===== config.mk =====
export PLATFORM = sky130hd
export DESIGN_NAME = mem_access_unit
export DESIGN_NICKNAME = d
export VERILOG_FILES = /design/src/rtl/mem_access_pkg.sv /design/src/rtl/mem_access_unit_lane_align.sv /design/src/rtl/mem_access_unit.sv
export SDC_FILE = /design/constraint.sdc
export NUM_CORES = 1
export LEC_CHECK = 0
export CORE_ASPECT_RATIO = 0.9
export CORE_MARGIN = 1
export CORE_UTILIZATION = 45
export CTS_CLUSTER_DIAMETER = 40
export DETAILED_ROUTE_END_ITERATION = 12
export PLACE_DENSITY_LB_ADDON = 0.25
export SETUP_SLACK_MARGIN = 0.05
export SLEW_MARGIN = 20
export SYNTH_ARGS = -nofsm -noshare
export SYNTH_HDL_FRONTEND = slang
export SYNTH_SLANG_ARGS = --single-unit

===== constraint.sdc =====
create_clock -name clk -period 3.9 [get_ports clk]
set_input_delay 0.975 -clock clk [delete_from_list [all_inputs] [get_ports clk]]
set_output_delay 0.975 -clock clk [all_outputs]
set_load 0.05 [all_outputs]

===== src/rtl/mem_access_pkg.sv =====
// Shared definitions for the load/store initiator: size codes, FSM encoding
// and the request alignment check.
package mem_access_pkg;

    localparam logic [1:0] SZ_BYTE = 2'b00;
    localparam logic [1:0] SZ_HALF = 2'b01;
    localparam logic [1:0] SZ_WORD = 2'b10;

    typedef enum logic [1:0] {
        ST_IDLE = 2'd0,
        ST_RD   = 2'd1,
        ST_WR   = 2'd2,
        ST_RESP = 2'd3
    } state_t;

    // 1 when the access cannot be issued: illegal size or misaligned address
    function automatic logic align_err(input logic [1:0] size, input logic [1:0] lo);
        case (size)
            SZ_BYTE: return 1'b0;
            SZ_HALF: return lo[0];
            SZ_WORD: return (lo != 2'b00);
            default: return 1'b1;
        endcase
    endfunction

endpackage


===== src/rtl/mem_access_unit_lane_align.sv =====
// Big-endian byte-lane steering: load extract/extend and sub-word store merge.
module mem_lane_align
    import mem_access_pkg::*;
(
    input  logic [31:0] word,
    input  logic [1:0]  lo,
    input  logic [1:0]  size,
    input  logic        is_unsigned,
    input  logic [31:0] wdata,
    output logic [31:0] rdata,
    output logic [31:0] merged
);

    logic [7:0]  byte_sel;
    logic [15:0] half_sel;

    always_comb begin
        byte_sel = word[31:24];
        case (lo)
            2'b00: byte_sel = word[31:24];
            2'b01: byte_sel = word[23:16];
            2'b10: byte_sel = word[15:8];
            2'b11: byte_sel = word[7:0];
            default: byte_sel = word[31:24];
        endcase
        half_sel = lo[1] ? word[15:0] : word[31:16];

        case (size)
            SZ_BYTE: rdata = {{24{~is_unsigned & byte_sel[7]}}, byte_sel};
            SZ_HALF: rdata = {{16{~is_unsigned & half_sel[15]}}, half_sel};
            default: rdata = word;
        endcase
    end

    always_comb begin
        merged = word;
        case (size)
            SZ_BYTE: begin
                case (lo)
                    2'b00: merged[31:24] = wdata[7:0];
                    2'b01: merged[23:16] = wdata[7:0];
                    2'b10: merged[15:8]  = wdata[7:0];
                    2'b11: merged[7:0]   = wdata[7:0];
                    default: merged = word;
                endcase
            end
            SZ_HALF: begin
                if (lo[1]) merged[15:0]  = wdata[15:0];
                else       merged[31:16] = wdata[15:0];
            end
            default: merged = wdata;
        endcase
    end

endmodule


===== src/rtl/mem_access_unit.sv =====
// Load/store initiator: one request at a time, word-aligned memory cycles,
// read-modify-write for sub-word stores, registered response channel.
module mem_access_unit
    import mem_access_pkg::*;
#(
    parameter int ADDR_W = 32
) (
    input  logic              clk,
    input  logic              rst_n,
    input  logic              req_valid,
    output logic              req_ready,
    input  logic              req_write,
    input  logic [1:0]        req_size,
    input  logic              req_unsigned,
    input  logic [ADDR_W-1:0] req_addr,
    input  logic [31:0]       req_wdata,
    output logic              resp_valid,
    input  logic              resp_ready,
    output logic [31:0]       resp_rdata,
    output logic              resp_err,
    output logic [ADDR_W-1:0] address,
    output logic [31:0]       write_data,
    output logic              MemRead,
    output logic              MemWrite,
    input  logic [31:0]       read_data
);

    state_t      state, state_nxt;
    logic        r_write;
    logic [1:0]  r_size;
    logic        r_unsigned;
    logic [1:0]  r_lo;
    logic [31:0] r_wdata;
    logic [31:0] ld_data;
    logic [31:0] st_merged;
    logic        accept;
    logic        err_in;
    logic        word_store;

    assign accept     = req_valid && (state == ST_IDLE);
    assign err_in     = align_err(req_size, req_addr[1:0]);
    assign word_store = req_write && (req_size == SZ_WORD);

    mem_lane_align u_align (
        .word        (read_data),
        .lo          (r_lo),
        .size        (r_size),
        .is_unsigned (r_unsigned),
        .wdata       (r_wdata),
        .rdata       (ld_data),
        .merged      (st_merged)
    );

    always_ff @(posedge clk or negedge rst_n) begin
        if (!rst_n) state <= ST_IDLE;
        else        state <= state_nxt;
    end

    // Strobes decode straight from state so reset drops MemWrite asynchronously
    always_comb begin
        state_nxt  = state;
        req_ready  = 1'b0;
        MemRead    = 1'b0;
        MemWrite   = 1'b0;
        resp_valid = 1'b0;
        case (state)
            ST_IDLE: begin
                req_ready = 1'b1;
                if (req_valid) begin
                    if (err_in)          state_nxt = ST_RESP;
                    else if (word_store) state_nxt = ST_WR;
                    else                 state_nxt = ST_RD;
                end
            end
            ST_RD: begin
                MemRead   = 1'b1;
                state_nxt = r_write ? ST_WR : ST_RESP;
            end
            ST_WR: begin
                MemWrite  = 1'b1;
                state_nxt = ST_RESP;
            end
            ST_RESP: begin
                resp_valid = 1'b1;
                if (resp_ready) state_nxt = ST_IDLE;
            end
            default: state_nxt = ST_IDLE;
        endcase
    end

    always_ff @(posedge clk or negedge rst_n) begin
        if (!rst_n) begin
            r_write    <= 1'b0;
            r_size     <= SZ_BYTE;
            r_unsigned <= 1'b0;
            r_lo       <= 2'b00;
            r_wdata    <= '0;
            address    <= '0;
            write_data <= '0;
            resp_rdata <= '0;
            resp_err   <= 1'b0;
        end else begin
            if (accept) begin
                r_write    <= req_write;
                r_size     <= req_size;
                r_unsigned <= req_unsigned;
                r_lo       <= req_addr[1:0];
                r_wdata    <= req_wdata;
                address    <= {req_addr[ADDR_W-1:2], 2'b00};
                resp_err   <= err_in;
                resp_rdata <= '0;
                if (word_store && !err_in) write_data <= req_wdata;
            end
            // The read cycle feeds either the load result or the RMW write word
            if (state == ST_RD) begin
                if (r_write) write_data <= st_merged;
                else         resp_rdata <= ld_data;
            end
        end
    end

endmodule


Yosys cells after proc, flatten, opt, wreduce, memory -nomap -nowiden
Index checks and enable logic that the tools add are counted.
{"block": "classes", "n_reduce_logical": 10, "bitwise_logic": 3, "n_eq_ne": 11, "mux": 28}
{"operator": "$mux 32", "n": 7}
{"operator": "$pmux 32 s2", "n": 2}
{"operator": "$mux 16", "n": 3}
{"operator": "$mux 8", "n": 4}
{"operator": "$pmux 8 s4", "n": 1}
{"operator": "$eq 2x2->1 const B", "n": 5}
{"operator": "$eq 2x1->1 const B", "n": 4}
{"operator": "$logic_not 2->1", "n": 4}
{"operator": "$mux 2", "n": 4}
{"operator": "$pmux 2 s4", "n": 1}
{"operator": "$mux 1", "n": 5}
{"operator": "$ne 2x2->1 const B", "n": 2}
{"operator": "$logic_and 1x1->1", "n": 3}
{"operator": "$pmux 1 s3", "n": 1}
{"operator": "$and 1x1->1", "n": 2}
{"operator": "$reduce_and 2->1", "n": 1}
{"operator": "$reduce_bool 2->1", "n": 1}
{"operator": "$logic_not 1->1", "n": 1}
{"operator": "$not 1->1", "n": 1}
{"block": "totals", "register_bits": 135, "word_cells": 62, "output_inout_bits": 101}

Longest topological paths before layout
Gate-level depths: netlist of run 1.
{"block": "depth", "depth_word": 8, "ltp_mapped": 8}

Cells and area by module
Synthesis of run 1 repeated with hierarchy kept, for this count alone.
{"block": "unflattened", "hier_cells": 666, "area_unflattened_um2": 7219.4}
{"module": "mem_access_unit", "instances": 1, "seq_area_each_um2": 3378.2, "cells_per_inst": 428, "area_each_um2": 5456.5}
{"module": "mem_lane_align", "instances": 1, "seq_area_each_um2": 0.0, "cells_per_inst": 238, "area_each_um2": 1762.9}

Worst setup path after synthesis of run 1
No wires, ideal clock.
{"block": "synth_path", "kind": "input port to flip-flop", "from": "in req_addr[0]", "to": "reg write_data[10]", "setup_ns": 0.087, "arrival_ns": 2.040, "n_path_buf": 1, "required_ns": 3.813, "slack_ns": 1.773, "cell_stages": 5, "path_cell_list": "nor4b_2 -> nand4_1 -> buf_2 -> mux2i_1 -> a22oi_1"}
{"block": "synth_via", "elab_chain_cells": 8}
{"element": "from (decl)", "line": "mem_access_unit.sv:15", "rtl": "input logic [ADDR_W-1:0] req_addr,"}
{"element": "$reduce_bool 2->1", "line": "mem_access_pkg.sv:21", "rtl": "SZ_WORD: return (lo != 2'b00);"}
{"element": "$pmux 1 s3 (*)", "line": "mem_access_pkg.sv:18", "rtl": "case (size)"}
{"element": "$logic_not 1->1 (*)", "line": "mem_access_unit.sv:112", "rtl": "if (word_store && !err_in) write_data <= req_wdata;"}
{"element": "$logic_and 1x1->1 (*)", "line": "mem_access_unit.sv:112"}
{"element": "$mux 32 (*)", "line": "mem_access_unit.sv:112"}
{"element": "$mux 32 (*)", "line": "mem_access_unit.sv:103", "rtl": "if (accept) begin"}
{"element": "$mux 32", "line": "mem_access_unit.sv:116", "rtl": "if (r_write) write_data <= st_merged;"}
{"element": "$mux 32 (*)", "line": "mem_access_unit.sv:115", "rtl": "if (state == ST_RD) begin"}
{"element": "to (signal assigned)", "line": "mem_access_unit.sv:112"}
{"element": "to (signal assigned)", "line": "mem_access_unit.sv:116"}
{"element": "to (decl)", "line": "mem_access_unit.sv:22", "rtl": "output logic [31:0] write_data,"}
Mark *: on every way between the ends. The rest lies on a longest branch, timed or not.
A chain may end at the register's enable or synchronous reset.

Worst setup path after layout of run 1
{"block": "layout_path", "from": "reg state[1]", "to": "out req_ready"}
{"block": "layout_via", "elab_chain_cells": 2}
{"element": "from (decl)", "line": "mem_access_unit.sv:28", "rtl": "state_t state, state_nxt;"}
{"element": "from (signal assigned)", "line": "mem_access_unit.sv:56", "rtl": "else state <= state_nxt;"}
{"element": "$logic_not 2->1", "line": "mem_access_unit.sv:66", "rtl": "case (state)"}
{"element": "$mux 1", "line": "mem_access_unit.sv:66"}
{"element": "to (decl)", "line": "mem_access_unit.sv:11", "rtl": "output logic req_ready,"}
Every way passes these cells.

==> results of run 1 <==
==> final timing paths <==
| check | from | endpoint | slack (ps) | cells past startpoint |
|---|---|---|---|---|
| worst min-delay path | resp_rdata[4] | resp_rdata[4] | 490 | 2 |
| max in group asynchronous | rst_n | write_data[2] | 2530 | 2 |
| worst max-delay path | state[1] | req_ready | 750 | 3 |
| min in group asynchronous | rst_n | resp_rdata[21] | 630 | 1 |
| worst min register to register | resp_rdata[4] | resp_rdata[4] | 490 | 2 |
| worst max register to register | r_lo[1] | resp_rdata[23] | 1470 | 5 |
==> state kept, by name (all words and copies together), names as in the netlist <==
register	flops
r_wdata	32
resp_rdata	32
r_size	2
r_lo	2
r_write	1
state	2
write_data	32
address	30
r_unsigned	1
resp_err	1
==> power by group <==
part	leakage (nW)	switching [W]	internal [W]
combinational	2.26	0.00338	0.00204
clock	0.298	0.000609	0.00105
sequential	1.60	0.000597	0.00211
==> area by class of cell <==
class / instances / area, µm²
clock buffers: 20 / 467
flip-flops and latches: 135 / 3380
fillers: 1143 / 5210
repair buffers: 210 / 2100
inverters: 8 / 30.0
multi-input cells: 400 / 3140
well taps: 198 / 248
clock inverters: 12 / 150
==> through the flow <==
stage               total power, W  hold WS [ps]  utilization, %  std cells
floorplan                  0.00639           480               -        594
global placement           0.00797           470            60.4        951
detailed placement         0.00812           478            60.4        951
CTS                        0.00981           490            64.6        983
global route                0.0103           508            64.6        983
finish                     0.00979           488            64.6        983
==> cell usage in the layout (no fill, tap or decap), types with 4 or more instances in the layout <==
cell type                         Yosys  routed
sky130_fd_sc_hd__nor4b_1              5       5
sky130_fd_sc_hd__nand2_1             45      43
sky130_fd_sc_hd__clkdlybuf4s50_1      0     201
sky130_fd_sc_hd__a221oi_1             6       6
sky130_fd_sc_hd__a222oi_1            14      14
sky130_fd_sc_hd__dfrtp_1            135     134
sky130_fd_sc_hd__mux2_2              85      85
sky130_fd_sc_hd__inv_1                7       7
sky130_fd_sc_hd__o22ai_1             10      10
sky130_fd_sc_hd__clkinv_2             0       4
sky130_fd_sc_hd__ha_1                 4       4
sky130_fd_sc_hd__o21ai_1              7       7
sky130_fd_sc_hd__buf_4                4       7
sky130_fd_sc_hd__clkbuf_16            0      17
sky130_fd_sc_hd__a22oi_1             32      32
sky130_fd_sc_hd__nor2_1               5       5
sky130_fd_sc_hd__a21oi_1             55      55
sky130_fd_sc_hd__mux2i_1             58      58
sky130_fd_sc_hd__o21ai_0             30      30
sky130_fd_sc_hd__and2_1               5       5
==> worst max-delay path: stages (launching register included) <==
cell and delay, ps:
sky130_fd_sc_hd__dfrtp_1 400, sky130_fd_sc_hd__inv_1 110, sky130_fd_sc_hd__ha_1 360, sky130_fd_sc_hd__clkdlybuf4s50_1 870
==> logic make-up (layout without fill, tap and decap cells) <==
logic type | Yosys count | in the layout | share of synthesized area, %
flops | 135 | 135 | 49.8
fa+ha+maj | 4 | 4 | 0.737
mux | 143 | 143 | 22.6
simple gates | 77 | 77 | 5.82
compound gates | 174 | 174 | 16.6
buf+inv | 59 | 250 | 4.37
other cells | 1 | 2 | 0.0552
==> routing by layer <==
metal	up-vias	global-route usage, %	part of all wire, %
li1	2564	-	-
met1	2791	36.4	45
met2	256	38.6	45
met3	30	8.24	8.1
met4	0	10.5	2.5
met5	-	0	0
==> flow_summary.json, run 1 <==
{
  "unrepaired_setup_endpoints_after_global_routing": "no",
  "synth_cell_types": 50,
  "ant_nets": 0,
  "dp_hpwl_mm": 14.0,
  "worst_path_required_time_ps": 2920,
  "finalHoldViolations": 0,
  "post-synth-top-count-cell": "sky130_fd_sc_hd__dfrtp_1",
  "outcome": "finished, final reports clean",
  "vias_per_inst": 5.74,
  "grt_max_degree": 89,
  "cts.sinks": 135,
  "postSynth.asyncResetShare_pct": 100,
  "start_util_pct": 46.1,
  "post-synth-top-area-fraction_pct": 49.8,
  "crit_path_end_kind": "primary output",
  "post-cts-setup-buffers": 0,
  "synth.yosys.warnings": 0,
  "clk-insertion-delay-late_ps": 420,
  "post_cts_hold_buffer_count": 0,
  "dpl_cell_area_mm2": 0.00888,
  "ys_ff_latch": 135,
  "slew_viols_final": 0,
  "cts.path.max_buffers": 2,
  "pre_cts_ws_ps": 913,
  "drt-initial-drc-count": 466,
  "drive_gt1_share_pct": 17.7,
  "synth.top_cells.by_area": "sky130_fd_sc_hd__dfrtp_1 (50%), sky130_fd_sc_hd__mux2_2 (14%), sky130_fd_sc_hd__mux2i_1 (8.5%)",
  "place.gp.congestion": 0.871,
  "timing.final.crit_period_ps": 3150,
  "timing.slew.headroom_pct": 34.1,
  "final.setup.tns_ps": 0,
  "route.final.wire_length_mm": 19.8,
  "remaining_drc_errors": 0,
  "arrival_ps": 2170,
  "cts_tree": "built",
  "final_routed_wire_length_divided_by_cell_count_um": 20.1,
  "cts_root_buffer": "sky130_fd_sc_hd__clkbuf_16",
  "synth_area_mm2": 0.00679,
  "final.period_utilization_pct": 80.7,
  "track_usage_pct": 26.4,
  "number_of_placement_rows": 42,
  "floorplan.io_pins": 205,
  "num-nets-final": 880,
  "classification_of_the_worst_slack_hold_path": "flop to flop",
  "power_per_cell_area_mw_per_mm2": 1030,
  "globalRoute.totalOverflow": 0,
  "timing.final.setup_violations": 0,
  "tightest_slew_ps": 984,
  "ir_drop_worst_case_vdd_mv": 0.711,
  "fin_ws_ps": 755,
  "final_cell_area_mm2": 0.00951,
  "area_delta_synth_final_pct": 40.0,
  "grt_antenna_before_repair": 0,
  "clock-skew-final_ps": 6.07,
  "insertedDiodeCount": 0,
  "power.static_leakage_nw": 4.15,
  "port_buffers": 202,
  "worstSetupPathType": "flop to primary output",
  "grt_first_pass_wirelength_mm": 31.6,
  "fraction_of_the_yosys_area_taken_by_sequential_cells_pct": 49.8,
  "number_of_global_route_vias_before_repair": 5773,
  "routed-via-count": 5641,
  "startpoint_type": "flop",
  "tritoncts.num_buffers": 17,
  "die_footprint_mm2": 0.0156,
  "core_area_mm2": 0.0147,
  "die_width_um": 131,
  "achievable-frequency_mhz": 318,
  "cts_resized": 0,
  "total_of_max_cap_violations": 0,
  "syn_area_per_cell_um2": 11.5,
  "synthTopCellsByCount": "sky130_fd_sc_hd__dfrtp_1 (135), sky130_fd_sc_hd__mux2_2 (85), sky130_fd_sc_hd__mux2i_1 (58)",
  "h-tree-depth": 4,
  "clk_transition_reported_paths_ps": 60,
  "length_of_the_first_detailed_routing_pass_in_iterations": 5,
  "synth-main-ff-cell": "sky130_fd_sc_hd__dfrtp_1",
  "syn-instance-count": 593,
  "fp.dieH_um": 119,
  "synth_enable_flop_cells": 0,
  "cp_max_fo": 8,
  "synth_area_leader_cell": "sky130_fd_sc_hd__dfrtp_1"
}
No activity file was read; power rests on OpenSTA's default activity.
==> run 2: changes to the inputs <==
CORE_UTILIZATION = 43   (was 45)
clock period = 2.6 ns   (was 3.9 ns; I/O delays follow)
==> flow_summary.json, run 2 (same netlist as run 1, synthesis figures left out) <==
{
  "startpoint_type": "flop",
  "die_footprint_mm2": 0.0163,
  "route.final.wire_length_mm": 20.7,
  "cts_root_buffer": "sky130_fd_sc_hd__clkbuf_16",
  "unrepaired_setup_endpoints_after_global_routing": "no",
  "final.setup.tns_ps": 0,
  "h-tree-depth": 4,
  "cts.sinks": 135,
  "final_cell_area_mm2": 0.00968,
  "worstSetupPathType": "flop to primary output",
  "intPower_w": 0.00797,
  "power.clock.fraction_pct": 17.3,
  "area_delta_synth_final_pct": 42.5,
  "remaining_drc_errors": 0,
  "worst_path_required_time_ps": 1950,
  "final_routed_wire_length_divided_by_cell_count_um": 20.6,
  "num-nets-final": 898,
  "total_of_max_cap_violations": 0,
  "most-common-layout-cells": "sky130_fd_sc_hd__clkdlybuf4s50_1 (197), sky130_fd_sc_hd__dfrtp_1 (134), sky130_fd_sc_hd__mux2_2 (85)",
  "timing.final.crit_period_ps": 2310,
  "tightest_slew_ps": 963,
  "multi_input_comb_area_mm2": 0.00313,
  "start_util_pct": 44.0,
  "achievable-frequency_mhz": 433,
  "clock-skew-final_ps": 5.43,
  "core_area_mm2": 0.0154,
  "arrival_ps": 1660,
  "post-cts-setup-buffers": 0,
  "final.period_utilization_pct": 88.8,
  "ir_drop_worst_case_vdd_mv": 0.978,
  "vias_per_inst": 5.76,
  "outcome": "finished, final reports clean",
  "grt_first_pass_wirelength_mm": 31.9,
  "r2r.worst_path.cells": 4,
  "grt_max_degree": 66,
  "power.static_leakage_nw": 4.27,
  "cp_max_fo": 4,
  "number_of_global_route_vias_before_repair": 5807,
  "die_width_um": 134,
  "timing.final.setup_violations": 0,
  "power_per_cell_area_mw_per_mm2": 1540,
  "pre_cts_ws_ps": 127,
  "seq_power_share_pct": 26.6,
  "place.gp.congestion": 0.886,
  "length_of_the_first_detailed_routing_pass_in_iterations": 7,
  "track_usage_pct": 26.0,
  "tritoncts.num_buffers": 17,
  "routed-via-count": 5792,
  "pwr-share-comb_pct": 56.2,
  "ant_nets": 0,
  "p_sw_w": 0.00694,
  "timing.slew.headroom_pct": 35.6,
  "p_sw_share_pct": 46.5,
  "grt_antenna_before_repair": 0,
  "top_regs": "r_wdata (32), resp_rdata (32), write_data (32)",
  "fill_cells": 1194,
  "post_cts_hold_buffer_count": 0,
  "crit_path_end_kind": "primary output",
  "timing.hold.ws_ps": 231,
  "drt-initial-drc-count": 412,
  "number_of_placement_rows": 43,
  "clk-insertion-delay-late_ps": 430,
  "fp.dieH_um": 121,
  "classification_of_the_worst_slack_hold_path": "input port to asynchronous set/reset pin",
  "slew_viols_final": 0,
  "cts.path.max_buffers": 2,
  "dp_hpwl_mm": 15.0,
  "insertedDiodeCount": 0,
  "clk_transition_reported_paths_ps": 60,
  "floorplan.io_pins": 205,
  "fin_ws_ps": 290,
  "layout.cells.most_common": "sky130_fd_sc_hd__clkdlybuf4s50_1",
  "globalRoute.totalOverflow": 0,
  "port_buffers": 202,
  "cts_tree": "built",
  "final-seq-area_mm2": 0.00338,
  "finalHoldViolations": 0,
  "drive_gt1_share_pct": 19.8,
  "dpl_cell_area_mm2": 0.00904
}
## run 2: cell types whose count changed in the layout (fill, tap and decap cells not counted), sizes merged
| cell | before | now |
|---|---|---|
| clkdlybuf4s50 | 201 | 197 |
| clkinvlp | 3 | 2 |
| dlygate4sd2 | 0 | 1 |
| bufinv | 3 | 4 |
| dlymetal6s2s | 0 | 1 |
| clkinv | 6 | 7 |
| buf | 9 | 29 |
| clkbuf | 20 | 19 |
## run 2: final cells by class
cell class	instances	share of cell area, %
Clock inverter	13	1.84
Clock buffer	19	4.68
Inverter	8	0.310
Multi-Input combinational cell	400	32.4
Timing Repair Buffer	228	23.3
Sequential cell	135	34.9
Tap cell	202	2.61
## run 2: critical path, cell delays in order (launching register included)
cell and delay [ps]:
sky130_fd_sc_hd__dfrtp_1 410, sky130_fd_sc_hd__inv_1 100, sky130_fd_sc_hd__ha_1 180, sky130_fd_sc_hd__dlygate4sd2_1 540
## run 2: worst paths after layout
path | startpoint | to | slack [ps]
max in group asynchronous | rst_n | r_wdata[15] | 1660
max reg2reg | r_lo[0] | write_data[30] | 450
min | rst_n | resp_rdata[17] | 230
min in group clk | resp_rdata[6] | resp_rdata[6] | 480
min reg2reg | resp_rdata[6] | resp_rdata[6] | 480
max | state[0] | MemWrite | 290
## run 2: power groups by stage
stage / combinational (W) / sequential (W) / clock, W
after floorplan: 0.00336 / 0.00622 / 0
final: 0.00838 / 0.00396 / 0.00257
after global routing: 0.00885 / 0.00408 / 0.00271
after CTS: 0.00837 / 0.00395 / 0.00261
after global placement: 0.00817 / 0.00390 / 0
after detailed placement: 0.00834 / 0.00397 / 0
## run 2: what timing repair did
item | 4_1_cts | 5_1_grt
resized for setup | 1 | 1
pin swaps | 0 | 0
endpoints found under the setup margin | 1 | 1
## run 2: layer usage
metal  wire [µm]  track usage (%)  up-vias
met5           0                0        -
met4         368             8.78        0
met3        1800             7.77       29
met2        9720             41.2      260
met1        8770             33.9     2892
li1            -                -     2611
## run 2: stage by stage
| step | power, W | instances | utilization [%] |
|---|---|---|---|
| 3_5_place_dp | 0.0123 | 973 | 58.6 |
| 4_1_cts | 0.0149 | 1005 | 62.7 |
| 3_3_place_gp | 0.0121 | 973 | 58.6 |
| 5_1_grt | 0.0156 | 1005 | 62.7 |
| 2_1_floorplan | 0.00958 | 594 | - |
| 6_report | 0.0149 | 1005 | 62.7 |
